==> config.mk <==
export PLATFORM = sky130hd
export DESIGN_NAME = prio_enc64to6
export DESIGN_NICKNAME = d
export VERILOG_FILES = /design/src/rtl/prio_enc64to6.sv
export SDC_FILE = /design/constraint.sdc
export NUM_CORES = 1
export LEC_CHECK = 0
export ABC_AREA = 1
export CAP_MARGIN = 20
export CORE_MARGIN = 2
export CORE_UTILIZATION = 45
export DETAILED_ROUTE_END_ITERATION = 6
export GPL_TIMING_DRIVEN = 0
export PLACE_DENSITY_LB_ADDON = 0.25
export SLEW_MARGIN = 25
export SYNTH_ARGS = -nofsm -noshare
export SYNTH_HDL_FRONTEND = slang
export SYNTH_SLANG_ARGS = --single-unit
==> constraint.sdc <==
create_clock -name clk -period 2.55 [get_ports clk]
set_input_delay 0.51 -clock clk [delete_from_list [all_inputs] [get_ports clk]]
set_output_delay 0.51 -clock clk [all_outputs]
set_load 0.005 [all_outputs]
==> src/rtl/prio_enc64to6.sv <==
// Two-stage pipelined 64-to-6 priority encoder with valid/ready handshake.
// Stage 1 encodes eight 8-bit groups; stage 2 picks the winning group.
module prio_enc64to6 #(
  parameter bit HIGH_FIRST = 1'b1
) (
  input  logic        clk,
  input  logic        rst,
  input  logic        en,
  input  logic [63:0] w,
  input  logic        in_valid,
  output logic        in_ready,
  output logic [5:0]  y,
  output logic        z,
  output logic        out_valid,
  input  logic        out_ready
);

  localparam int unsigned NGRP = 8;
  localparam int unsigned GW   = 8;
  localparam int unsigned LW   = 3;
  localparam int unsigned IW   = 6;

  // Index of the winning bit in an 8-bit vector; 0 when nothing is set.
  function automatic logic [LW-1:0] pick8(input logic [GW-1:0] v);
    logic [LW-1:0] idx;
    idx = '0;
    if (HIGH_FIRST) begin
      for (int i = 0; i < int'(GW); i++) begin
        if (v[i]) idx = LW'(i);
      end
    end else begin
      for (int i = int'(GW) - 1; i >= 0; i--) begin
        if (v[i]) idx = LW'(i);
      end
    end
    return idx;
  endfunction

  logic                     s1_valid;
  logic [NGRP-1:0]          s1_any;
  logic [NGRP-1:0][LW-1:0]  s1_loc;
  logic [NGRP-1:0]          s1_any_d;
  logic [NGRP-1:0][LW-1:0]  s1_loc_d;
  logic [LW-1:0]            g_win;
  logic [IW-1:0]            y_d;
  logic                     z_d;
  logic                     s1_ready;
  logic                     s2_ready;

  // Backpressure chain: each stage can accept when empty or draining this cycle.
  assign s2_ready = ~out_valid | out_ready;
  assign s1_ready = ~s1_valid | s2_ready;
  assign in_ready = s1_ready;

  // Per-group any-set flags and in-group winner; en=0 masks every group.
  always_comb begin
    s1_any_d = '0;
    s1_loc_d = '0;
    for (int g = 0; g < int'(NGRP); g++) begin
      s1_any_d[g] = en & (|w[g*GW +: GW]);
      s1_loc_d[g] = pick8(w[g*GW +: GW]);
    end
  end

  // Winning group selects its in-group location; empty word encodes as 0.
  always_comb begin
    g_win = pick8(s1_any);
    z_d   = |s1_any;
    y_d   = z_d ? {g_win, s1_loc[g_win]} : '0;
  end

  // Stage 1 register: loads on accept, empties when its beat moves on.
  always_ff @(posedge clk or posedge rst) begin
    if (rst) begin
      s1_valid <= 1'b0;
      s1_any   <= '0;
      s1_loc   <= '0;
    end else if (s1_ready) begin
      s1_valid <= in_valid;
      if (in_valid) begin
        s1_any <= s1_any_d;
        s1_loc <= s1_loc_d;
      end
    end
  end

  // Output register: holds y/z stable while the consumer stalls.
  always_ff @(posedge clk or posedge rst) begin
    if (rst) begin
      out_valid <= 1'b0;
      y         <= '0;
      z         <= 1'b0;
    end else if (s2_ready) begin
      out_valid <= s1_valid;
      if (s1_valid) begin
        y <= y_d;
        z <= z_d;
      end
    end
  end

endmodule

==> results of run 1 <==
## synth_stat cells (all sizes together), types with 6 or more instances
cell type  instances  area, um2
nand2             60        250
inv               48        180
dfrtp             41       1030
nand3             37        185
nor2              33        124
a21oi             19       95.1
o21ai             16       80.1
a31oi             14       87.6
nor4               9       62.6
or2                8       50.1
buf                7       47.5
o22ai              6       37.5
## layout make-up
type	count	area [um2]	share of cell area [%]
Tap cell	67	83.8	2.57
Buffer	9	55.1	1.69
Sequential cell	41	1030	31.5
Clock inverter	3	17.5	0.538
Clock buffer	5	68.8	2.11
Timing Repair Buffer	78	791	24.3
Inverter	48	180	5.53
Multi-Input combinational cell	208	1030	31.7
## placed cells by master (no fill, tap or decap), drive strengths merged
cell type | synthesis | final
clkdlybuf4s50 | 0 | 77
nand2 | 60 | 60
inv | 48 | 48
dfrtp | 41 | 41
nand3 | 37 | 37
nor2 | 33 | 33
a21oi | 19 | 19
o21ai | 16 | 16
a31oi | 14 | 14
nor4 | 9 | 9
or2 | 8 | 8
buf | 7 | 8
clkbuf | 2 | 7
o22ai | 6 | 6
o21bai | 2 | 2
nor3 | 2 | 2
clkinv | 0 | 2
a211oi | 1 | 1
nand4 | 1 | 1
clkinvlp | 0 | 1
## metrics by stage
stage / std cells / setup slack, ns
final: 459 / 0.416
after global routing: 459 / 0.358
after CTS: 459 / 0.414
after detailed placement: 451 / 0.415
after global placement: 450 / 0.289
after floorplan: 306 / 1.09
## flip-flops by register name, summed over array words and instances (netlist names)
| register | flops |
|---|---|
| y | 6 |
| s1_valid | 1 |
| s1_any | 8 |
| z | 1 |
| out_valid | 1 |
| s1_loc | 24 |
## worst paths after layout
kind | start | end | slack [ns]
max | out_ready | in_ready | 0.42
min | rst | s1_loc[15] | 0.48
max reg2reg | s1_any[3] | y[0] | 0.90
min reg2reg | y[2] | y[2] | 0.48
max in group asynchronous | rst | s1_loc[1] | 1.64
min in group clk | y[2] | y[2] | 0.48
## logic make-up (layout without fill, tap and decap cells)
| family | count (synthesis) | after routing | synth area share (%) |
|---|---|---|---|
| and+or+nand+nor | 150 | 150 | 31.0 |
| AOI/OAI and AO/OA | 58 | 58 | 14.1 |
| buffers and inverters | 57 | 143 | 10.3 |
| DFF | 41 | 41 | 44.7 |
## worst register-to-register path, cell delays in order, from the launching register on
cell and delay, ns:
dfrtp_1 0.39, nor2_1 0.19, nor2_1 0.11, nor3_4 0.30, inv_2 0.14, nand3_1 0.12
nand3_1 0.10, nand3_1 0.12, nand2_1 0.06
## power groups by stage
stage | sequential (mW) | combinational, mW | clock, mW
2_1_floorplan | 0.839 | 0.356 | 0
3_3_place_gp | 0.842 | 0.634 | 0
3_5_place_dp | 0.845 | 0.659 | 0
4_1_cts | 0.833 | 0.663 | 0.428
5_1_grt | 0.846 | 0.744 | 0.455
6_report | 0.834 | 0.663 | 0.422
## per-layer routing
layer | wire length [um] | part of all wire, % | vias to the layer above | GRT usage [%]
met5 | 0 | 0 | - | 0
met4 | 48 | 0.83 | 0 | 8.58
met3 | 314 | 5.5 | 3 | 4.37
met2 | 2860 | 50 | 71 | 38.2
met1 | 2530 | 44 | 1058 | 28.9
li1 | - | - | 1177 | -
==> impl_metrics.toml, run 1 <==
[finish]
final_layout_size_suffix_gt1_share_pct = 10.7
n_fill_cell = 437
area_growth_pct = 41.9
fin_area_um2 = 3260
insertedDiodeCount = 0
fin_nets = 460
final_util_pct = 67.6

[timing]
finalMaxSlewViolations = 0
hold_viol = 0
holdWs_ns = 0.477
period_share_pct = 83.7
setup_viol = 0
slew_headroom_pct = 66.4
fmax_ghz = 0.469
rsz0062_at_grt = "false"
tightest_slew_ns = 0.503
clock-skew-final_ns = 0.00738
min_period_ns = 2.13
final.setup.tns_ns = 0

[global_route]
grt_pass1_wl_mm = 9.65
grt-ovfl-total = 0
first_global_vias = 2239
grt_start_max_net_pins = 29
grt_use_total_pct = 22.6
antenna_found_initial = 0

[run]
drv_cap = 0

[yosys]
seq_area_frac_synth_pct = 44.7
yosys_most_used_dff = "dfrtp_1"
synth.avg_cell_area_um2 = 7.50
ys_ff_latch = 41
netlist_area_um2 = 2290
synth_cell_types = 23
yosysWarnings = 0
synthArstFlopShare_pct = 100
syn-num-nets = 375
synthCells = 306
synth_edf_count = 0

[pwr]
seq_power_share_pct = 43.5
total_power_mw = 1.92
ir_drop_uv = 385
clkPwrFrac_pct = 22.0
power_switching_uw = 633
power.internal_mw = 1.29
swShare_pct = 33.0
power_leakage_nw = 1.52
p_per_area_nw_per_um2 = 589
p_comb_share_pct = 34.6

[clock_network]
cts_hold_buf = 0
clkTransAtPathRegs_ns = 0.07
max-clock-path-buffers = 2
cts_tree = "built"
cts_buffers = 5
post_cts_buffers = 0
cts_root_buf = "clkbuf_8"
clock_sinks = 41
ctsResizeCount = 0
htreeDepth = 2
insertion_delay_ns = 0.30

[route]
first_iter_violations = 134
wl_mm = 5.75
num_vias = 2309
wl_per_cell_um = 12.5
drc = 0
ant_nets = 0
first_pass_iters = 4
viasPerCell = 5.03

[critical_path]
critPathMaxStageDelay_ns = 0.52
crit_slowest_cell = "clkdlybuf4s50_1"
start_kind = "input pin"
crit_buf_inv = 3
reg2reg_depth = 8
cpMostUsedCell = "clkdlybuf4s50_1"
cp.arrival_ns = 1.62
cp-end-kind = "output pin"
required_ns = 2.04
worst-path-stages = 4
worstPathMaxFanout = 3
worstSetupPathType = "input pin to output pin"
crit_family = "buffers and inverters"
cp_cell_sequence = "clkdlybuf4s50_1, inv_1, nand3_1, clkdlybuf4s50_1"

[die]
rows = 25
dieArea_um2 = 5690
initial_utilization_pct = 47.6
pin_count = 78
core_um2 = 4820
die_y_um = 75.4
dieWidth_um = 75.4

[outcome]
status = "complete, no violations"

[min_path]
hp-class = "input pin to async pin"

[place]
placed_cell_area_um2 = 3170
place.gp.congestion = 0.863
hpwl_mm = 4.63
io_buffers = 77
Note: power is estimated with default switching activity, not from simulation.
==> inputs of run 2 (changes only) <==
CORE_UTILIZATION = 41   (was 45)
clock period = 1.75 ns   (was 2.55 ns; I/O delays follow)
==> run 2 against run 1 <==
Clock skew is 0.0041 ns lower; flip-flop and latch count unchanged; global-route usage shrank 2.8 points; die area rose by 9.2%; sequential power grew 46%; utilization decreased by 6.8 points; first-iteration DRC count down 19%; count of clock-buffer cells in the layout increased by 2; non-clock buffer count is 3 higher.
==> impl_metrics.toml, run 2 (synthesized netlist as in run 1, its figures left out) <==
[clock_network]
cts_tree = "built"
clkTransAtPathRegs_ns = 0.07
max-clock-path-buffers = 2
cts_buffers = 5
clock_sinks = 41
htreeDepth = 2
insertion_delay_ns = 0.29
cts_root_buf = "clkbuf_8"

[min_path]
hp-class = "input pin to async pin"

[pwr]
clkPwrFrac_pct = 23.3
power_leakage_nw = 1.55
p_per_area_nw_per_um2 = 864
power.internal_mw = 1.97
p_comb_share_pct = 34.1
seq_power_share_pct = 42.6
swShare_pct = 31.0
ir_drop_uv = 406
power_switching_uw = 884

[finish]
layout_commonest_cell = "clkdlybuf4s50_1"
final_layout_size_suffix_gt1_share_pct = 11.4
insertedDiodeCount = 0
reg_top3 = "s1_loc x24, s1_any x8, y x6"
fin_nets = 463
n_fill_cell = 506
layout_common_cells = "clkdlybuf4s50_1 (76), nand2_1 (54), dfrtp_1 (41)"
ff_latch_area_um2 = 1030
multi_input_area_um2 = 1030
largest-register = "s1_loc"
largest_reg_flops = 24
layout.cells.non_filler = 467
area_growth_pct = 44.1

[route]
drc = 0
wl_mm = 5.76
first_iter_violations = 108
first_pass_iters = 4
wl_per_cell_um = 12.3
ant_nets = 0
viasPerCell = 5.06
num_vias = 2365

[die]
dieWidth_um = 78.8
dieArea_um2 = 6210
pin_count = 78
core_um2 = 5440
die_y_um = 78.8
initial_utilization_pct = 42.2
rows = 27

[timing]
hold_viol = 0
clock-skew-final_ns = 0.00328
min_period_ns = 1.61
tightest_slew_ns = 0.508
period_share_pct = 91.8
fmax_ghz = 0.622
setup_viol = 0
finalMaxSlewViolations = 0
rsz0062_at_grt = "false"
slew_headroom_pct = 66.1
holdWs_ns = 0.385

[critical_path]
worstSetupPathType = "input pin to register"
worstPathMaxFanout = 10
cp-end-kind = "register"
required_ns = 1.96
start_kind = "input pin"
cp.arrival_ns = 1.82

[run]
drv_cap = 0

[global_route]
grt-ovfl-total = 0
antenna_found_initial = 0
grt_pass1_wl_mm = 9.85
grt_start_max_net_pins = 25
first_global_vias = 2354
grt_use_total_pct = 19.9

[place]
place.gp.congestion = 0.850
dp.cells = 456
io_buffers = 77
hpwl_mm = 4.62

[outcome]
status = "complete, no violations"
-- run 2: cell count changes in the layout (fill, tap and decap cells not counted), sizes merged --
cell | previous run | this run
clkinv | 2 | 1
clkdlybuf4s50 | 77 | 76
dlygate4sd2 | 0 | 1
buf | 8 | 11
clkbuf | 7 | 9
clkinvlp | 1 | 0
-- run 2: path summary, 6_finish.rpt --
kind                       slack (ns)    endpoint      start  depth (start not counted)
setup / recovery                 0.14  s1_loc[13]  out_ready                          8
hold / removal                   0.38  s1_loc[17]        rst                          2
setup reg to reg                 0.20        y[1]  s1_any[3]                          8
hold reg to reg                  0.48        y[1]       y[1]                          2
max in group asynchronous        0.91   s1_loc[7]        rst                          3
min in group clk                 0.48        y[1]       y[1]                          2
-- run 2: cell type report --
type | count | area share, %
multi-input combinational | 208 | 31.3
clock buffer | 7 | 2.91
timing repair buffer | 81 | 24.8
tap | 72 | 2.73
clock inverter | 1 | 0.151
sequential | 41 | 31.0
buffer | 9 | 1.67
inverter | 48 | 5.45
-- run 2: worst max-delay path: stages --
cell	delay (ns)
clkdlybuf4s50_1	0.45
inv_1	0.05
nand3_1	0.11
nand2_1	0.18
inv_2	0.20
buf_2	0.26
nor2_1	0.07
a31oi_1	0.15
-- run 2: through the flow --
stage	TNS [ns]	instance area, um2	worst slack [ns]	total power, mW	utilization, %
global route	0	3310	0.0285	3.07	60.8
global placement	-17.72	3160	-0.356	2.16	58.0
CTS	0	3280	0.133	2.87	60.4
finish	0	3310	0.143	2.86	60.8
detailed placement	-4.16	3180	-0.192	2.19	58.5
floorplan	0	2290	0.454	1.74	-
-- run 2: repair_timing --
action | 4_1_cts | 5_1_grt
hold buffers | 0 | 0
buffers inserted | 0 | 3
pin swaps | 0 | 1
setup endpoints to repair | 1 | 3
gates resized for setup | 1 | 0
-- run 2: layer usage --
| metal | up-vias | wire (um) | global-route usage, % |
|---|---|---|---|
| li1 | 1192 | - | - |
| met1 | 1091 | 2480 | 23.8 |
| met2 | 73 | 2820 | 35.6 |
| met3 | 9 | 400 | 4.20 |
| met4 | 0 | 55 | 6.21 |
| met5 | - | 0 | 0 |
-- run 2: power by group through the flow --
stage	Sequential (mW)	Clock, mW	Combinational, mW
6_report	1.22	0.665	0.975
3_3_place_gp	1.23	0	0.929
3_5_place_dp	1.23	0	0.960
4_1_cts	1.22	0.683	0.965
5_1_grt	1.24	0.727	1.11
2_1_floorplan	1.22	0	0.518
==> inputs of run 3 (changes only) <==
CORE_UTILIZATION = 45   (was 41)
clock period = 1.79 ns   (was 1.75 ns; I/O delays follow)
==> run 3 against run 2 <==
Die area is 8.4% lower; routed wire length is 0.17% lower; sequential power hardly changed; count of clock-buffer cells in the layout is 2 lower; critical path type unchanged; largest cell class unchanged; cell count is 1.7% lower.
==> impl_metrics.toml, run 3 (synthesized netlist as in run 1, its figures left out) <==
[finish]
layout_commonest_cell = "clkdlybuf4s50_1"
ff_latch_area_um2 = 1030
largest-register = "s1_loc"
reg_top3 = "s1_loc x24, s1_any x8, y x6"
layout_common_cells = "clkdlybuf4s50_1 (76), nand2_1 (54), dfrtp_1 (41)"
n_fill_cell = 438
multi_input_area_um2 = 1030
final_layout_size_suffix_gt1_share_pct = 10.7
largest_reg_flops = 24
final_util_pct = 67.6
area_growth_pct = 41.8
fin_nets = 460
insertedDiodeCount = 0

[run]
drv_cap = 0

[global_route]
grt-ovfl-total = 0
grt_use_total_pct = 22.6
first_global_vias = 2239
grt_pass1_wl_mm = 9.65
antenna_found_initial = 0
grt_start_max_net_pins = 29

[pwr]
clkPwrFrac_pct = 22.0
p_per_area_nw_per_um2 = 839
swShare_pct = 33.0
p_comb_share_pct = 34.5
power_switching_uw = 901
power_leakage_nw = 1.52
seq_power_share_pct = 43.5
total_power_mw = 2.73
power.internal_mw = 1.83
ir_drop_uv = 548

[timing]
min_period_ns = 1.66
period_share_pct = 92.5
tightest_slew_ns = 0.503
slew_headroom_pct = 66.4
setup_slack_ns = 0.135
clock-skew-final_ns = 0.00738
final.setup.tns_ns = 0
setup_viol = 0
hold_viol = 0
finalMaxSlewViolations = 0
fmax_ghz = 0.604
rsz0062_at_grt = "false"
holdWs_ns = 0.325

[place]
dp_slack_ns = -0.177
hpwl_mm = 4.63
io_buffers = 77
place.gp.congestion = 0.863

[clock_network]
clkTransAtPathRegs_ns = 0.08
post_cts_buffers = 0
htreeDepth = 2
cts_tree = "built"
ctsResizeCount = 1
cts_buffers = 5
clock_sinks = 41
cts_hold_buf = 0
cts_root_buf = "clkbuf_8"
insertion_delay_ns = 0.30
max-clock-path-buffers = 2

[die]
initial_utilization_pct = 47.6
dieArea_um2 = 5690
die_y_um = 75.4
dieWidth_um = 75.4
core_um2 = 4820
pin_count = 78
rows = 25

[critical_path]
worstPathMaxFanout = 10
cp-end-kind = "register"
rrSetupSlack_ns = 0.14
cp.arrival_ns = 1.82
required_ns = 1.95
start_kind = "input pin"
worstSetupPathType = "input pin to register"

[route]
met1_length_mm = 2.53
ant_nets = 0
first_iter_violations = 134
met2_wirelength_mm = 2.86
maxUsedRoutingLayer = "met4"
met3_length_um = 314
wl_per_cell_um = 12.5
num_vias = 2309
first_pass_iters = 4
wl_mm = 5.75
drc = 0
viasPerCell = 5.03

[outcome]
status = "complete, no violations"

[min_path]
hp-class = "input pin to async pin"
[run 3: worst paths after layout]
check | start | depth (start not counted) | endpoint
setup / recovery | out_ready | 6 | s1_loc[12]
min in group clk | y[2] | 2 | y[2]
hold reg to reg | y[2] | 2 | y[2]
max in group asynchronous | rst | 3 | s1_loc[1]
hold / removal | rst | 2 | s1_loc[15]
setup reg to reg | s1_any[3] | 8 | y[0]
[run 3: area by class of cell]
type	instances	share of cell area [%]
multi-input combinational	208	31.8
inverter	48	5.54
clock buffer	5	2.11
sequential	41	31.5
clock inverter	3	0.538
tap	67	2.58
buffer	9	1.69
timing repair buffer	78	24.3
[run 3: worst max-delay path: stages]
cell and delay [ns]:
clkdlybuf4s50_1 0.39, inv_1 0.07, nand3_1 0.10, nand2_1 0.25, clkbuf_1 0.45, o21ai_0 0.20
[run 3: routing by layer]
layer	GRT usage (%)	up-vias
met4	8.58	0
met5	0	-
li1	-	1177
met3	4.37	3
met2	38.2	71
met1	28.9	1058
[run 3: power by group through the flow]
| stage | registers, mW | logic (mW) | clock network [mW] |
|---|---|---|---|
| finish | 1.19 | 0.943 | 0.601 |
| global route | 1.20 | 1.06 | 0.648 |
| CTS | 1.19 | 0.943 | 0.610 |
| detailed placement | 1.20 | 0.939 | 0 |
| global placement | 1.20 | 0.903 | 0 |
| floorplan | 1.20 | 0.507 | 0 |
[run 3: metrics by stage]
step	std cells	area, um2
finish	459	3250
global route	459	3250
CTS	459	3250
detailed placement	451	3170
global placement	450	3150
floorplan	306	2290
